`src/rtl/b2r_sched_pkg.sv`:
```
// Shared definitions for the b2r row-buffer tile scheduler.
// Holds the scheduler state enum, the tiles-per-row helper and the
// parameter-legality check that the top evaluates at elaboration.
package b2r_sched_pkg;

  typedef enum logic [1:0] {
    StIdle,
    StRun,
    StDrain,
    StDone
  } sched_state_e;

  function automatic int unsigned tiles_per_row(input int unsigned col,
                                                input int unsigned tile_size);
    return col / tile_size;
  endfunction

  // Rows must split into whole tiles; slot pointers rely on natural wrap.
  function automatic bit sched_params_ok(input int unsigned col,
                                         input int unsigned tile_size,
                                         input int unsigned buf_rows);
    return (tile_size != 0) && ((col % tile_size) == 0) && (buf_rows >= 2) &&
           ((buf_rows & (buf_rows - 1)) == 0);
  endfunction

endpackage

```
`src/rtl/tile_read_ctrl.sv`:
```
// Read side of the b2r row buffer: walks tile_idx / rd_slot / rd_row_cnt,
// issues port-B reads and keeps the valid/last flags aligned with the RAM
// output register (read latency 1, held while buf_re is low).
// Ports:
//   clk, rst_n   clock, synchronous active-low reset
//   clear        new matrix accepted, rewind read pointers
//   active       scheduler is in RUN or DRAIN
//   rows_avail   at least one buffered row still has tiles to issue
//   tile_ready   downstream accepts the presented tile
//   buf_re       port-B read enable
//   buf_raddr    rd_slot*TILES_PER_ROW + tile_idx
//   tile_valid, tile_last, mat_last  registered, aligned with doutb
//   row_issued   buf_re of the last tile of a row (frees a slot)
module tile_read_ctrl
  import b2r_sched_pkg::*;
#(
  parameter int unsigned ROW       = 256,
  parameter int unsigned COL       = 64,
  parameter int unsigned TILE_SIZE = 8,
  parameter int unsigned BUF_ROWS  = 4,
  localparam int unsigned TILES_PER_ROW = tiles_per_row(COL, TILE_SIZE),
  localparam int unsigned RA_W = $clog2(BUF_ROWS * TILES_PER_ROW)
) (
  input  logic            clk,
  input  logic            rst_n,
  input  logic            clear,
  input  logic            active,
  input  logic            rows_avail,
  input  logic            tile_ready,
  output logic            buf_re,
  output logic [RA_W-1:0] buf_raddr,
  output logic            tile_valid,
  output logic            tile_last,
  output logic            mat_last,
  output logic            row_issued
);

  localparam int unsigned WA_W  = $clog2(BUF_ROWS);
  localparam int unsigned TI_W  = (TILES_PER_ROW > 1) ? $clog2(TILES_PER_ROW) : 1;
  localparam int unsigned CNT_W = $clog2(ROW + 1);
  localparam logic [TI_W-1:0]  LastTile = TI_W'(TILES_PER_ROW - 1);
  localparam logic [CNT_W-1:0] LastRow  = CNT_W'(ROW - 1);

  logic [TI_W-1:0]  tile_idx_q, tile_idx_d;
  logic [WA_W-1:0]  rd_slot_q, rd_slot_d;
  logic [CNT_W-1:0] rd_row_cnt_q, rd_row_cnt_d;
  logic             tile_valid_q, tile_valid_d;
  logic             tile_last_q, tile_last_d;
  logic             mat_last_q, mat_last_d;
  logic             at_last_tile;

  assign at_last_tile = (tile_idx_q == LastTile);
  // A held tile blocks new reads so doutb and the flags stay put.
  assign buf_re       = active && rows_avail && (!tile_valid_q || tile_ready);
  assign row_issued   = buf_re && at_last_tile;
  assign buf_raddr    = RA_W'(rd_slot_q) * RA_W'(TILES_PER_ROW) + RA_W'(tile_idx_q);
  assign tile_valid   = tile_valid_q;
  assign tile_last    = tile_last_q;
  assign mat_last     = mat_last_q;

  always_comb begin
    tile_idx_d   = tile_idx_q;
    rd_slot_d    = rd_slot_q;
    rd_row_cnt_d = rd_row_cnt_q;
    tile_valid_d = tile_valid_q;
    tile_last_d  = tile_last_q;
    mat_last_d   = mat_last_q;
    if (clear) begin
      tile_idx_d   = '0;
      rd_slot_d    = '0;
      rd_row_cnt_d = '0;
    end else if (buf_re) begin
      tile_valid_d = 1'b1;
      tile_last_d  = at_last_tile;
      mat_last_d   = at_last_tile && (rd_row_cnt_q == LastRow);
      if (at_last_tile) begin
        tile_idx_d   = '0;
        rd_slot_d    = rd_slot_q + 1'b1;
        rd_row_cnt_d = rd_row_cnt_q + 1'b1;
      end else begin
        tile_idx_d = tile_idx_q + 1'b1;
      end
    end else if (tile_valid_q && tile_ready) begin
      tile_valid_d = 1'b0;
      tile_last_d  = 1'b0;
      mat_last_d   = 1'b0;
    end
  end

  always_ff @(posedge clk) begin
    if (!rst_n) begin
      tile_idx_q   <= '0;
      rd_slot_q    <= '0;
      rd_row_cnt_q <= '0;
      tile_valid_q <= 1'b0;
      tile_last_q  <= 1'b0;
      mat_last_q   <= 1'b0;
    end else begin
      tile_idx_q   <= tile_idx_d;
      rd_slot_q    <= rd_slot_d;
      rd_row_cnt_q <= rd_row_cnt_d;
      tile_valid_q <= tile_valid_d;
      tile_last_q  <= tile_last_d;
      mat_last_q   <= mat_last_d;
    end
  end

endmodule

```
`src/rtl/b2r_tile_scheduler.sv`:
```
// Control for the row buffer between the b2r converter and the softmax tile
// stream. Owns the matrix FSM, the write pointer and slot occupancy; the
// read walk lives in tile_read_ctrl. The dual-port buffer RAM is external.
// Ports:
//   clk, rst_n            clock, synchronous active-low reset
//   start                 begin one matrix of ROW rows (IDLE only)
//   row_in_valid/ready    row handshake with b2r
//   buf_we, buf_waddr     port-A write of a whole row slot
//   buf_re, buf_raddr     port-B tile read
//   tile_valid/ready      tile handshake with softmax
//   tile_last, mat_last   qualify tile_valid
//   busy                  not IDLE
//   mat_done              one-cycle pulse after the final tile handshake
module b2r_tile_scheduler
  import b2r_sched_pkg::*;
#(
  parameter int unsigned ROW       = 256,
  parameter int unsigned COL       = 64,
  parameter int unsigned TILE_SIZE = 8,
  parameter int unsigned BUF_ROWS  = 4,
  localparam int unsigned TILES_PER_ROW = tiles_per_row(COL, TILE_SIZE),
  localparam int unsigned WA_W = $clog2(BUF_ROWS),
  localparam int unsigned RA_W = $clog2(BUF_ROWS * TILES_PER_ROW)
) (
  input  logic            clk,
  input  logic            rst_n,
  input  logic            start,
  input  logic            row_in_valid,
  output logic            row_in_ready,
  output logic            buf_we,
  output logic [WA_W-1:0] buf_waddr,
  output logic            buf_re,
  output logic [RA_W-1:0] buf_raddr,
  output logic            tile_valid,
  input  logic            tile_ready,
  output logic            tile_last,
  output logic            mat_last,
  output logic            busy,
  output logic            mat_done
);

  if (!sched_params_ok(COL, TILE_SIZE, BUF_ROWS)) begin : g_bad_params
    $error("b2r_tile_scheduler: COL must be a multiple of TILE_SIZE, BUF_ROWS a power of 2 >= 2");
  end

  localparam int unsigned CNT_W = $clog2(ROW + 1);
  localparam int unsigned OCC_W = $clog2(BUF_ROWS + 1);
  localparam logic [CNT_W-1:0] LastRow = CNT_W'(ROW - 1);
  localparam logic [OCC_W-1:0] OccFull = OCC_W'(BUF_ROWS);

  sched_state_e     state_q, state_d;
  logic [CNT_W-1:0] wr_cnt_q, wr_cnt_d;
  logic [WA_W-1:0]  wr_slot_q, wr_slot_d;
  logic [OCC_W-1:0] occ_q, occ_d;
  logic             in_run, rd_active, start_acc, row_issued;

  // State register
  always_ff @(posedge clk) begin
    if (!rst_n) state_q <= StIdle;
    else        state_q <= state_d;
  end

  // Next state
  always_comb begin
    state_d = state_q;
    unique case (state_q)
      StIdle:  if (start) state_d = StRun;
      StRun:   if (buf_we && (wr_cnt_q == LastRow)) state_d = StDrain;
      StDrain: if (tile_valid && tile_ready && mat_last) state_d = StDone;
      StDone:  state_d = StIdle;
      default: state_d = StIdle;
    endcase
  end

  // State-decoded outputs
  always_comb begin
    busy      = (state_q != StIdle);
    mat_done  = (state_q == StDone);
    in_run    = (state_q == StRun);
    rd_active = (state_q == StRun) || (state_q == StDrain);
    start_acc = (state_q == StIdle) && start;
  end

  // A slot freed this cycle only becomes writable next cycle.
  assign row_in_ready = in_run && (occ_q < OccFull);
  assign buf_we       = row_in_valid && row_in_ready;
  assign buf_waddr    = wr_slot_q;

  always_comb begin
    wr_cnt_d  = wr_cnt_q;
    wr_slot_d = wr_slot_q;
    occ_d     = occ_q;
    if (start_acc) begin
      wr_cnt_d  = '0;
      wr_slot_d = '0;
    end else if (buf_we) begin
      wr_cnt_d  = wr_cnt_q + 1'b1;
      wr_slot_d = wr_slot_q + 1'b1;
    end
    case ({buf_we, row_issued})
      2'b10:   occ_d = occ_q + 1'b1;
      2'b01:   occ_d = occ_q - 1'b1;
      default: occ_d = occ_q;
    endcase
  end

  always_ff @(posedge clk) begin
    if (!rst_n) begin
      wr_cnt_q  <= '0;
      wr_slot_q <= '0;
      occ_q     <= '0;
    end else begin
      wr_cnt_q  <= wr_cnt_d;
      wr_slot_q <= wr_slot_d;
      occ_q     <= occ_d;
    end
  end

  tile_read_ctrl #(
    .ROW       (ROW),
    .COL       (COL),
    .TILE_SIZE (TILE_SIZE),
    .BUF_ROWS  (BUF_ROWS)
  ) u_tile_read_ctrl (
    .clk        (clk),
    .rst_n      (rst_n),
    .clear      (start_acc),
    .active     (rd_active),
    .rows_avail (occ_q != '0),
    .tile_ready (tile_ready),
    .buf_re     (buf_re),
    .buf_raddr  (buf_raddr),
    .tile_valid (tile_valid),
    .tile_last  (tile_last),
    .mat_last   (mat_last),
    .row_issued (row_issued)
  );

  a_occ_no_overflow: assert property (@(posedge clk) disable iff (!rst_n)
    !(buf_we && !row_issued && (occ_q == OccFull)));
  a_occ_no_underflow: assert property (@(posedge clk) disable iff (!rst_n)
    !(row_issued && !buf_we && (occ_q == '0)));

endmodule

```
`config.mk`:
```
export PLATFORM = sky130hd
export DESIGN_NAME = b2r_tile_scheduler
export DESIGN_NICKNAME = d
export VERILOG_FILES = /design/src/rtl/b2r_sched_pkg.sv /design/src/rtl/tile_read_ctrl.sv /design/src/rtl/b2r_tile_scheduler.sv
export SDC_FILE = /design/constraint.sdc
export NUM_CORES = 1
export LEC_CHECK = 0
export ABC_AREA = 1
export CORE_MARGIN = 1.5
export CORE_UTILIZATION = 50
export CTS_CLUSTER_SIZE = 24
export DETAILED_ROUTE_END_ITERATION = 6
export GPL_TIMING_DRIVEN = 0
export PLACE_DENSITY = 0.85
export SYNTH_ARGS = -nofsm -noshare
export SYNTH_HDL_FRONTEND = slang
export SYNTH_SLANG_ARGS = --single-unit
```
`constraint.sdc`:
```
create_clock -name clk -period 2.2 [get_ports clk]
set_clock_uncertainty 0.05 [all_clocks]
set_input_delay 0.55 -clock clk [delete_from_list [all_inputs] [get_ports clk]]
set_output_delay 0.55 -clock clk [all_outputs]
set_load 0.1 [all_outputs]
```
# Word-level counts from Yosys, hierarchy flattened
# Index checks and enable logic that the tools add are counted.
dict set report totals {
  mem_count 0
  regBits 33
  latch_bits 0
  inputBits 5
  rom_bits 0
  mem_bits_rw 0
}
dict set report op_classes {
  shifts 0
  bitwise 2
  n_eq_ne 11
  div 0
  n_reduce_logical 22
  n_mux 10
  n_mul 0
  addsub 8
  magnitude_cmp 1
}
# op n
set ops {}
lappend ops {{adder 9 x 1 -> 9 bit (second input constant)} 2}
lappend ops {{== test 9 x 8 -> 1 bit (second input constant)} 2}
lappend ops {{logical AND 1 bit} 10}
lappend ops {{case mux 2 bit (4 select lines)} 1}
lappend ops {{adder 3 x 1 -> 3 bit (second input constant)} 2}
lappend ops {{== test 2 bit (second input constant)} 3}
lappend ops {{two-way mux 2 bit} 3}
lappend ops {{case mux 3 bit (2 select lines)} 1}
lappend ops {{nonzero test 2 bit} 3}
lappend ops {{adder 5 x 3 -> 5 bit} 1}
lappend ops {{adder 2 x 1 -> 2 bit (second input constant)} 2}
lappend ops {{== test 2 x 1 -> 1 bit (second input constant)} 2}
lappend ops {{two-way mux 1 bit} 4}
lappend ops {{!= test 2 bit (second input constant)} 2}
lappend ops {{AND reduction 2 bit} 2}
lappend ops {{== test 3 bit (second input constant)} 1}
lappend ops {{< comparator 3 bit (second input constant)} 1}
lappend ops {{two-way mux 3 bit} 1}
lappend ops {{AND reduction 3 bit} 1}
lappend ops {{nonzero test 3 bit} 1}
lappend ops {{subtractor 3 x 1 -> 3 bit (second input constant)} 1}
lappend ops {{logical NOT 2 bit} 1}
lappend ops {{logical OR 1 bit} 2}
lappend ops {{!= test 2 x 1 -> 1 bit (second input constant)} 1}
lappend ops {{other kinds (3)} 4}

# Depth between registers and ports, before layout
dict set report logic_depth {
  ltp_word 7
  depth_mapped 14
  mapped_depth_nobuf 14
}

# By module
# A second synthesis with hierarchy kept.
dict set report hier_totals {
  hier_cells 231
  area_unflattened_um2 1696.6
}
# mod n_inst seq_area_each_um2 area_each_um2 cells_each
set by_module_without_submodules {}
lappend by_module_without_submodules {tile_read_ctrl 1 340.3 850.8 119}
lappend by_module_without_submodules {b2r_tile_scheduler 1 320.3 845.8 112}

# Worst setup path after synthesis
# No wires, ideal clock.
dict set report synth_path {
  kind {reg2reg}
  from {register u_tile_read_ctrl.tile_idx_q[0]}
  to {register occ_q[2]}
  arrival_time_ns 2.615
  setup_slack_ns -0.578
  synth_period_minus_slack_ns 2.778
  path_buffers 0
  stages_incl_launch_ff 12
  path_cell_list {dfxtp_1 -> ha_1 -> ha_1 -> nand3_4 -> clkinv_4 -> ha_1 -> inv_1 -> fa_1 -> a21oi_1 -> o21ai_0 -> nor2_1 -> nor2_1}
}
dict set report synth_via {
  elab_chain_cells 4
  word_cells_on_any_way 6
}
# element line
set synth_rtl {}
lappend synth_rtl {{from (decl)} tile_read_ctrl.sv:44} ;# logic [TI_W-1:0] tile_idx_q, tile_idx_d;
lappend synth_rtl {{from (signal assigned)} tile_read_ctrl.sv:99} ;# tile_idx_q <= tile_idx_d;
lappend synth_rtl {{== test 3 bit *} tile_read_ctrl.sv:52} ;# assign at_last_tile = (tile_idx_q == LastTile);
lappend synth_rtl {{logical AND 1 bit *} tile_read_ctrl.sv:55} ;# assign row_issued = buf_re && at_last_tile;
lappend synth_rtl {{named net row_issued} b2r_tile_scheduler.sv:55} ;# logic in_run, rd_active, start_acc, row_issued;
lappend synth_rtl {{== test 2 x 1 -> 1 bit or == test 2 bit (tied branches)} b2r_tile_scheduler.sv:100} ;# case ({buf_we, row_issued})
lappend synth_rtl {{case mux 3 bit (2 select lines) or nonzero test 2 bit (tied branches)} --}
lappend synth_rtl {{to (signal assigned)} b2r_tile_scheduler.sv:111} ;# occ_q <= '0;
lappend synth_rtl {{to (signal assigned)} b2r_tile_scheduler.sv:115} ;# occ_q <= occ_d;
lappend synth_rtl {{to (decl)} b2r_tile_scheduler.sv:54} ;# logic [OCC_W-1:0] occ_q, occ_d;
# Mark *: on every way through the listed nets, which the timed path passes. The rest lies on a longest branch.
# A chain may end at the register's enable or synchronous reset.

# Final worst setup path
dict set report layout_path {
  from {register state_q[1]}
  to {register occ_q[2]}
}
dict set report layout_via {
  elab_chain_cells 7
  word_cells_on_any_way 12
}
# element line
set layout_rtl {}
lappend layout_rtl {{from (decl)} b2r_tile_scheduler.sv:51} ;# sched_state_e state_q, state_d;
lappend layout_rtl {{from (signal assigned)} b2r_tile_scheduler.sv:59} ;# if (!rst_n) state_q <= StIdle;
lappend layout_rtl {{from (signal assigned)} b2r_tile_scheduler.sv:60} ;# else state_q <= state_d;
lappend layout_rtl {{== test 2 x 1 -> 1 bit or == test 2 bit (tied branches)} b2r_tile_scheduler.sv:80} ;# rd_active = (state_q == StRun) || (state_q == StDrain);
lappend layout_rtl {{logical OR 1 bit *} b2r_tile_scheduler.sv:80}
lappend layout_rtl {{logical AND 1 bit * (2 in series)} tile_read_ctrl.sv:54} ;# assign buf_re = active && rows_avail && (!tile_valid_q || tile_ready);
lappend layout_rtl {{logical AND 1 bit *} tile_read_ctrl.sv:55}
lappend layout_rtl {{named net row_issued} b2r_tile_scheduler.sv:55}
lappend layout_rtl {{== test 2 x 1 -> 1 bit or == test 2 bit (tied branches)} b2r_tile_scheduler.sv:100}
lappend layout_rtl {{case mux 3 bit (2 select lines) or nonzero test 2 bit (tied branches)} --}
# Marks and branches as above.

==> flow_summary.ini <==
[outcome]
run_status = finished with violations
violated_checks = setup timing

[critical_path]
timing.critical_path.slowest_stage_cell = sky130_fd_sc_hd__dfxtp_2
worstPathArrival_ps = 2400
setup.worst_path.start_class = flop
crit_path_cell_trace = inv_4, ha_4, inv_2, a21oi_4, buf_6, nand3_4, clkinv_4, ha_4, inv_2, fa_2, a21oi_2, o21ai_1, nor2_1, nor2_1
timing.critical_path.slowest_cell_delay_ps = 370
cp_num_buf_inv = 5
ff2ff_path_depth = 14
worst_path_dominant_cell_family = adder cells
critical_path_class = flop to flop
worstSetupPathDepth = 14
crit_path_max_fanout = 4
worstPathRequired_ps = 2380
critPathCaptureType = flop

[yosys]
avgSynthCellArea_um2 = 7.31
postSynthRegisterBits = 33
synthesis.nets = 262
yosys_warnings = 0
synthesis.area_um2 = 1780
yosysSeqAreaShare_pct = 37.1
syn_inst = 244
ys_types = 29

[finish]
diodes = 0
area_growth_pct = 28.0
drive_gt1_share_pct = 25.3
final_core_utilization_pct = 67.3
nNetsFinal = 306
final_cell_count_no_fill = 334
fill_cells = 271

[floorplanning]
floorplan.die.height_um = 62.7
start_util_pct = 52.6
io_pins = 20
floorplan.die_area_um2 = 3930
placementRows = 21
dieWidth_um = 62.7
fp.coreArea_um2 = 3390

[timing]
timing.setup.tns_ps = -51.9
hold_viol_final = 0
fmaxAchievable_mhz = 450
finalSetupViolCount = 3
post_route_setup_slack_ps = -22.7
final.min_clock_period_ps = 2220
worst_pin_slew_ps = 959
period_utilisation_layout_pct = 101
rsz_0062_raised_after_global_routing = yes
report.final.slew_viol_count = 0
timing.slew.headroom_pct = 36.3

[pwr]
netSwitchingFraction_pct = 46.3
pwr-share-seq_pct = 30.9
internal-power_w = 0.00122
combPwrFrac_pct = 53.5
switchingPower_w = 0.00105
vdd.ir_drop.worst_v = 0.000686
p_clk_share_pct = 15.6
power_density_nw_per_um2 = 993
p_leak_nw = 0.977

[drt]
drt.antenna.violating_nets = 0
vias = 1666
wl_per_cell_um = 11.8
remaining_drc_errors = 0
drt-vias-per-instance = 4.99
total_routed_length_um = 3950
detail_route.first_pass.iterations = 5
drt-initial-drc-count = 87

[placement]
hpwlAfterDp_um = 2570
dpl.cell_count = 308
port_buffers = 18
gp_congestion = 0.839

[clock_network]
numCtsBuffers = 5
clk_path_buf_depth = 2
cts_sinks = 33
cts.hold.buffers_added = 0
clock_latency_at_the_later_pin_of_the_worst_skew_pair_ps = 340
tritoncts_clock_tree = built
cts.htree.levels = 2
cts_root_buffer_type = sky130_fd_sc_hd__clkbuf_4
path_clk_slew_ps = 110

[grt]
grt_pass1_wl_um = 6460
grt_antenna_before_repair = 0
largest_net_degree_at_the_start_of_global_routing = 11
track_usage_pct = 20.8
grt_overflow = 0
first_global_vias = 1526

[job]
maxCapViolations = 0

[worst_hold_path]
hold_path_class = flop to flop
hold_depth = 2
flip-flops by register name, summed over array words and instances, names as in the netlist, 2 cells and up:
register and cells:
buf_waddr 2, occ_q 3, state_q 2, u_tile_read_ctrl.rd_row_cnt_q 9, u_tile_read_ctrl.rd_slot_q 2, u_tile_read_ctrl.tile_idx_q 3, wr_cnt_q 9
power by group through the flow:
| stage | Sequential (W) | Clock (W) | Combinational (W) |
|---|---|---|---|
| finish | 0.000701 | 0.000353 | 0.00121 |
| floorplan | 0.000868 | 0 | 0.000600 |
| global placement | 0.000708 | 0 | 0.000925 |
| detailed placement | 0.000713 | 0 | 0.000947 |
| CTS | 0.000699 | 0.000362 | 0.00107 |
| global route | 0.000707 | 0.000394 | 0.00129 |
repair_timing:
action                                  4_1_cts  5_1_grt
pin swaps                                     3        2
setup buffers                                 7       12
endpoints found under the setup margin       17       10
resized for setup                            60       10
per-stage QoR:
step                hold WS, ps  instance area (µm²)  power (W)  worst slack [ps]
finish                      423                 2280    0.00227             -22.7
global route                436                 2280    0.00239              -151
CTS                         425                 2190    0.00213             -66.5
detailed placement          411                 2040    0.00166             -1110
global placement            398                 2040    0.00163             -1110
floorplan                   387                 1800    0.00147             -52.7
placed cells by master (no fill, tap or decap), drive strengths merged:
master and instances:
nand2 63, nor2 34, dfxtp 33, inv 29, buf 27, a21oi 23, nand3 17, o21ai 13
ha 12, clkbuf 11, dlygate4sd2 6, xor2 3, clkdlybuf4s15 3, nor4 2, nand4 2, clkdlybuf4s50 2
clkinv 2, nor3 2, clkinvlp 1, nand3b 1, o21a 1, fa 1
area by class of cell:
type | instances | area [µm²] | share of cell area, %
multi-input cells | 174 | 996 | 43.6
flip-flops and latches | 33 | 676 | 29.6
repair buffers | 37 | 318 | 13.9
inverters | 32 | 134 | 5.87
well taps | 46 | 57.6 | 2.52
clock buffers | 7 | 55.1 | 2.41
plain buffers | 5 | 46.3 | 2.03
worst reg2reg max path, cell delays in order, from the launching register on:
cell and delay (ps):
sky130_fd_sc_hd__dfxtp_2 370, sky130_fd_sc_hd__inv_4 50, sky130_fd_sc_hd__ha_4 270, sky130_fd_sc_hd__inv_2 40
sky130_fd_sc_hd__a21oi_4 180, sky130_fd_sc_hd__buf_6 140, sky130_fd_sc_hd__nand3_4 90, sky130_fd_sc_hd__clkinv_4 70
sky130_fd_sc_hd__ha_4 120, sky130_fd_sc_hd__inv_2 50, sky130_fd_sc_hd__fa_2 340, sky130_fd_sc_hd__a21oi_2 130
sky130_fd_sc_hd__o21ai_1 80, sky130_fd_sc_hd__nor2_1 100, sky130_fd_sc_hd__nor2_1 50
Yosys cell counts (all sizes together):
cell / number / area, µm²
nor4: 2 / 12.5
nor3: 2 / 26.3
ha: 12 / 150
inv: 30 / 113
clkinv: 2 / 12.5
buf: 5 / 42.5
o21ai: 13 / 68.8
dfxtp: 33 / 661
a21oi: 23 / 134
nand4: 2 / 12.5
nand3b: 1 / 7.51
xor2: 3 / 26.3
o21a: 1 / 7.51
nor2: 34 / 128
nand2: 63 / 241
fa: 1 / 20.0
nand3: 17 / 120
path summary, 6_finish.rpt:
check | to | slack (ps) | start
worst max register to register | occ_q[2] | -20 | state_q[1]
worst min register to register | u_tile_read_ctrl.rd_row_cnt_q[8] | 420 | u_tile_read_ctrl.rd_row_cnt_q[8]
worst max-delay path | occ_q[2] | -20 | state_q[1]
worst min-delay path | u_tile_read_ctrl.rd_row_cnt_q[8] | 420 | u_tile_read_ctrl.rd_row_cnt_q[8]
layer usage:
| metal | track usage (%) | wire [µm] | vias to the layer above |
|---|---|---|---|
| met1 | 24.4 | 1730 | 768 |
| li1 | - | - | 860 |
| met4 | 8.33 | 58 | 0 |
| met5 | 0 | 0 | - |
| met2 | 36.0 | 2030 | 32 |
| met3 | 5.59 | 133 | 6 |
logic make-up (layout without fill, tap and decap cells):
logic type / Yosys count / count (layout) / synth area share, %
adder cells (fa/ha/maj): 13 / 13 / 9.54
buffers and inverters: 37 / 81 / 9.40
flip-flops: 33 / 33 / 37.1
XOR/XNOR: 3 / 3 / 1.47
AO/OA/AOI/OAI: 37 / 37 / 11.8
AND/OR/NAND/NOR: 121 / 121 / 30.7
Power figures use the tool's default switching activity.
==> RTL edit (same flow settings) <==
`ROW` is set to 256 in 2 places; all go to 128.
--- a/src/rtl/tile_read_ctrl.sv
+++ b/src/rtl/tile_read_ctrl.sv
@@ -14,7 +14,7 @@
 module tile_read_ctrl
   import b2r_sched_pkg::*;
 #(
-  parameter int unsigned ROW       = 256,
+  parameter int unsigned ROW       = 128,
   parameter int unsigned COL       = 64,
   parameter int unsigned TILE_SIZE = 8,
   parameter int unsigned BUF_ROWS  = 4,
--- a/src/rtl/b2r_tile_scheduler.sv
+++ b/src/rtl/b2r_tile_scheduler.sv
@@ -14,7 +14,7 @@
 module b2r_tile_scheduler
   import b2r_sched_pkg::*;
 #(
-  parameter int unsigned ROW       = 256,
+  parameter int unsigned ROW       = 128,
   parameter int unsigned COL       = 64,
   parameter int unsigned TILE_SIZE = 8,
   parameter int unsigned BUF_ROWS  = 4,
Function: no difference found for any inputs over 10 cycles, from zero or initial values and one cycle with rst_n low; that may be too few to reach the edited logic, so the function may still have changed.
==> RTL edit against the unedited design <==
The run still ends with setup timing left. Worst setup slack better by 2.4 ps. Routed wire length grew 0.94%. Sequential power shrank 7.1%. Power shrank 7.4%. Final cell count is 6.9% lower. Synthesized area fell by 10%. Register-to-register slack better by 20 ps. Sequential cell count fell by 2. Design area fell by 7.2%.
==> RTL edit: results (changes against the unedited design) <==
The largest registers in the layout are u_tile_read_ctrl.rd_row_cnt_q (8), wr_cnt_q (8). The number of distinct standard cells referenced by the synthesized netlist came out at 26 (-10%). Ranked by instance count, the synthesized netlist is headed by 50 x sky130_fd_sc_hd__nand2_1, 31 x sky130_fd_sc_hd__dfxtp_1, 31 x sky130_fd_sc_hd__nor2_1. The xor and xnor area share after synthesis came out at 2.18% (+0.71 points).

The least setup slack across all paths after layout came out at -20.3 ps (+2.36 ps). The cell area reported after detailed placement is 1860 µm² (-9.0%). The post-synthesis compound-gate area fraction is 12.8% (+1.0 points). The number of standard cells in the layout, taps in and fillers out is 311 (-6.9%).

The number of global-route vias before repair came out at 1,364 (-11%). The run finished, with violations left. The reg-to-reg setup timing slack is 0 ps (+20 ps). The met1 routing resource usage after global routing is 25.6% (+1.2 points). The final net count came out at 282 (-7.8%). The setup violation total in the final timing report came out at 1 (-2).

The worst hold slack across all endpoints came out at 427 ps (+4.12 ps). For this design, the slowest cell found on the critical path is sky130_fd_sc_hd__dfxtp_1. The peak supply drop came out at 0.00102 V (+49%). The summed negative setup slack over all endpoints is -20.3 ps (+31.5 ps). The number of DRC markers in iteration 0 came out at 48 (-45%).

The wire length of the first global-routing pass came out at 5.77 mm (-11%). The via-per-instance ratio is 5.14 (+2.9%). The met3 demand-to-capacity share in global routing is 6.99% (+1.4 points). The number of detailed-route iterations in the first pass came out at 4 (-1). The weighted congestion at the end of routability-driven global placement is 0.822 (-2.1%). The actual slew at the worst max-slew pin came to 959 ps (-0.117 ps).

The total nets after synthesis came to 238 (-9.2%). The arrival time at the worst endpoint came out at 1620 ps (-780 ps). The setup slack after placement came out at -1110 ps (+7.40 ps). The checks that failed: setup timing. The aggregate global-route resource usage is 21.9% (+1.1 points).

The biggest cell delay along the critical path came out at 320 ps (-50 ps). After synthesis, the cell types taking the most area are sky130_fd_sc_hd__dfxtp_1 39%, sky130_fd_sc_hd__nand2_1 12%, sky130_fd_sc_hd__ha_1 7.8%. The estimated wirelength of the detail-placed design was 2.31 mm (-10%). The ratio of cells with drive above 1 in the final layout is 25.1% (-0.25 points).

The routing usage on met2 was 36.8% (+0.78 points). The number of H-tree branching levels is 2 (unchanged). The post-synthesis adder-cell area fraction was 9.05% (-0.50 points). The number of instances in the synthesized netlist is 222 (-9.0%).
[RTL edit: worst paths after layout]
check	end	start	cells past startpoint
worst min register to register	u_tile_read_ctrl.rd_row_cnt_q[4]	u_tile_read_ctrl.rd_row_cnt_q[4]	2
worst max-delay path	buf_re	occ_q[0]	5
worst min-delay path	u_tile_read_ctrl.rd_row_cnt_q[4]	u_tile_read_ctrl.rd_row_cnt_q[4]	2
worst max register to register	occ_q[2]	state_q[0]	14
[RTL edit: tightest hold or removal path: stages (launching register included)]
cell and delay (ps):
sky130_fd_sc_hd__dfxtp_1 340, sky130_fd_sc_hd__inv_1 50, sky130_fd_sc_hd__a21oi_1 50
[RTL edit: per-layer routing]
metal  routed length [µm]  part of all wire (%)
met3                  230                   5.8
met5                    0                     0
met1                 1650                    41
met2                 2000                    50
met4                  105                   2.6
[RTL edit: kinds of logic (layout without fill, tap and decap cells)]
| family | Yosys count | after routing |
|---|---|---|
| flip-flops | 31 | 31 |
| adder cells (fa/ha/maj) | 11 | 11 |
| buffers and inverters | 34 | 79 |
| XOR/XNOR | 4 | 4 |
| AND/OR/NAND/NOR | 104 | 104 |
| AO/OA/AOI/OAI | 38 | 38 |
[RTL edit: area by class of cell]
cell class                 instances  area, µm²
buffer                             4       27.5
clock buffer                       7       55.1
clock inverter                     1       5.00
fill                             239        936
inverter                          30        126
multi-input combinational        157        892
sequential                        31        633
tap                               44       55.1
timing repair buffer              37        323
[RTL edit: power breakdown]
part / total, mW / switching [mW] / internal, mW
Clock: 0.364 / 0.209 / 0.155
Combinational: 1.08 / 0.729 / 0.354
Sequential: 0.651 / 0.0384 / 0.612
[RTL edit: timing repair]
action,4_1_cts,5_1_grt
endpoints found under the setup margin,16,9
pin swaps,5,5
resized for setup,62,15
buffers inserted,8,12
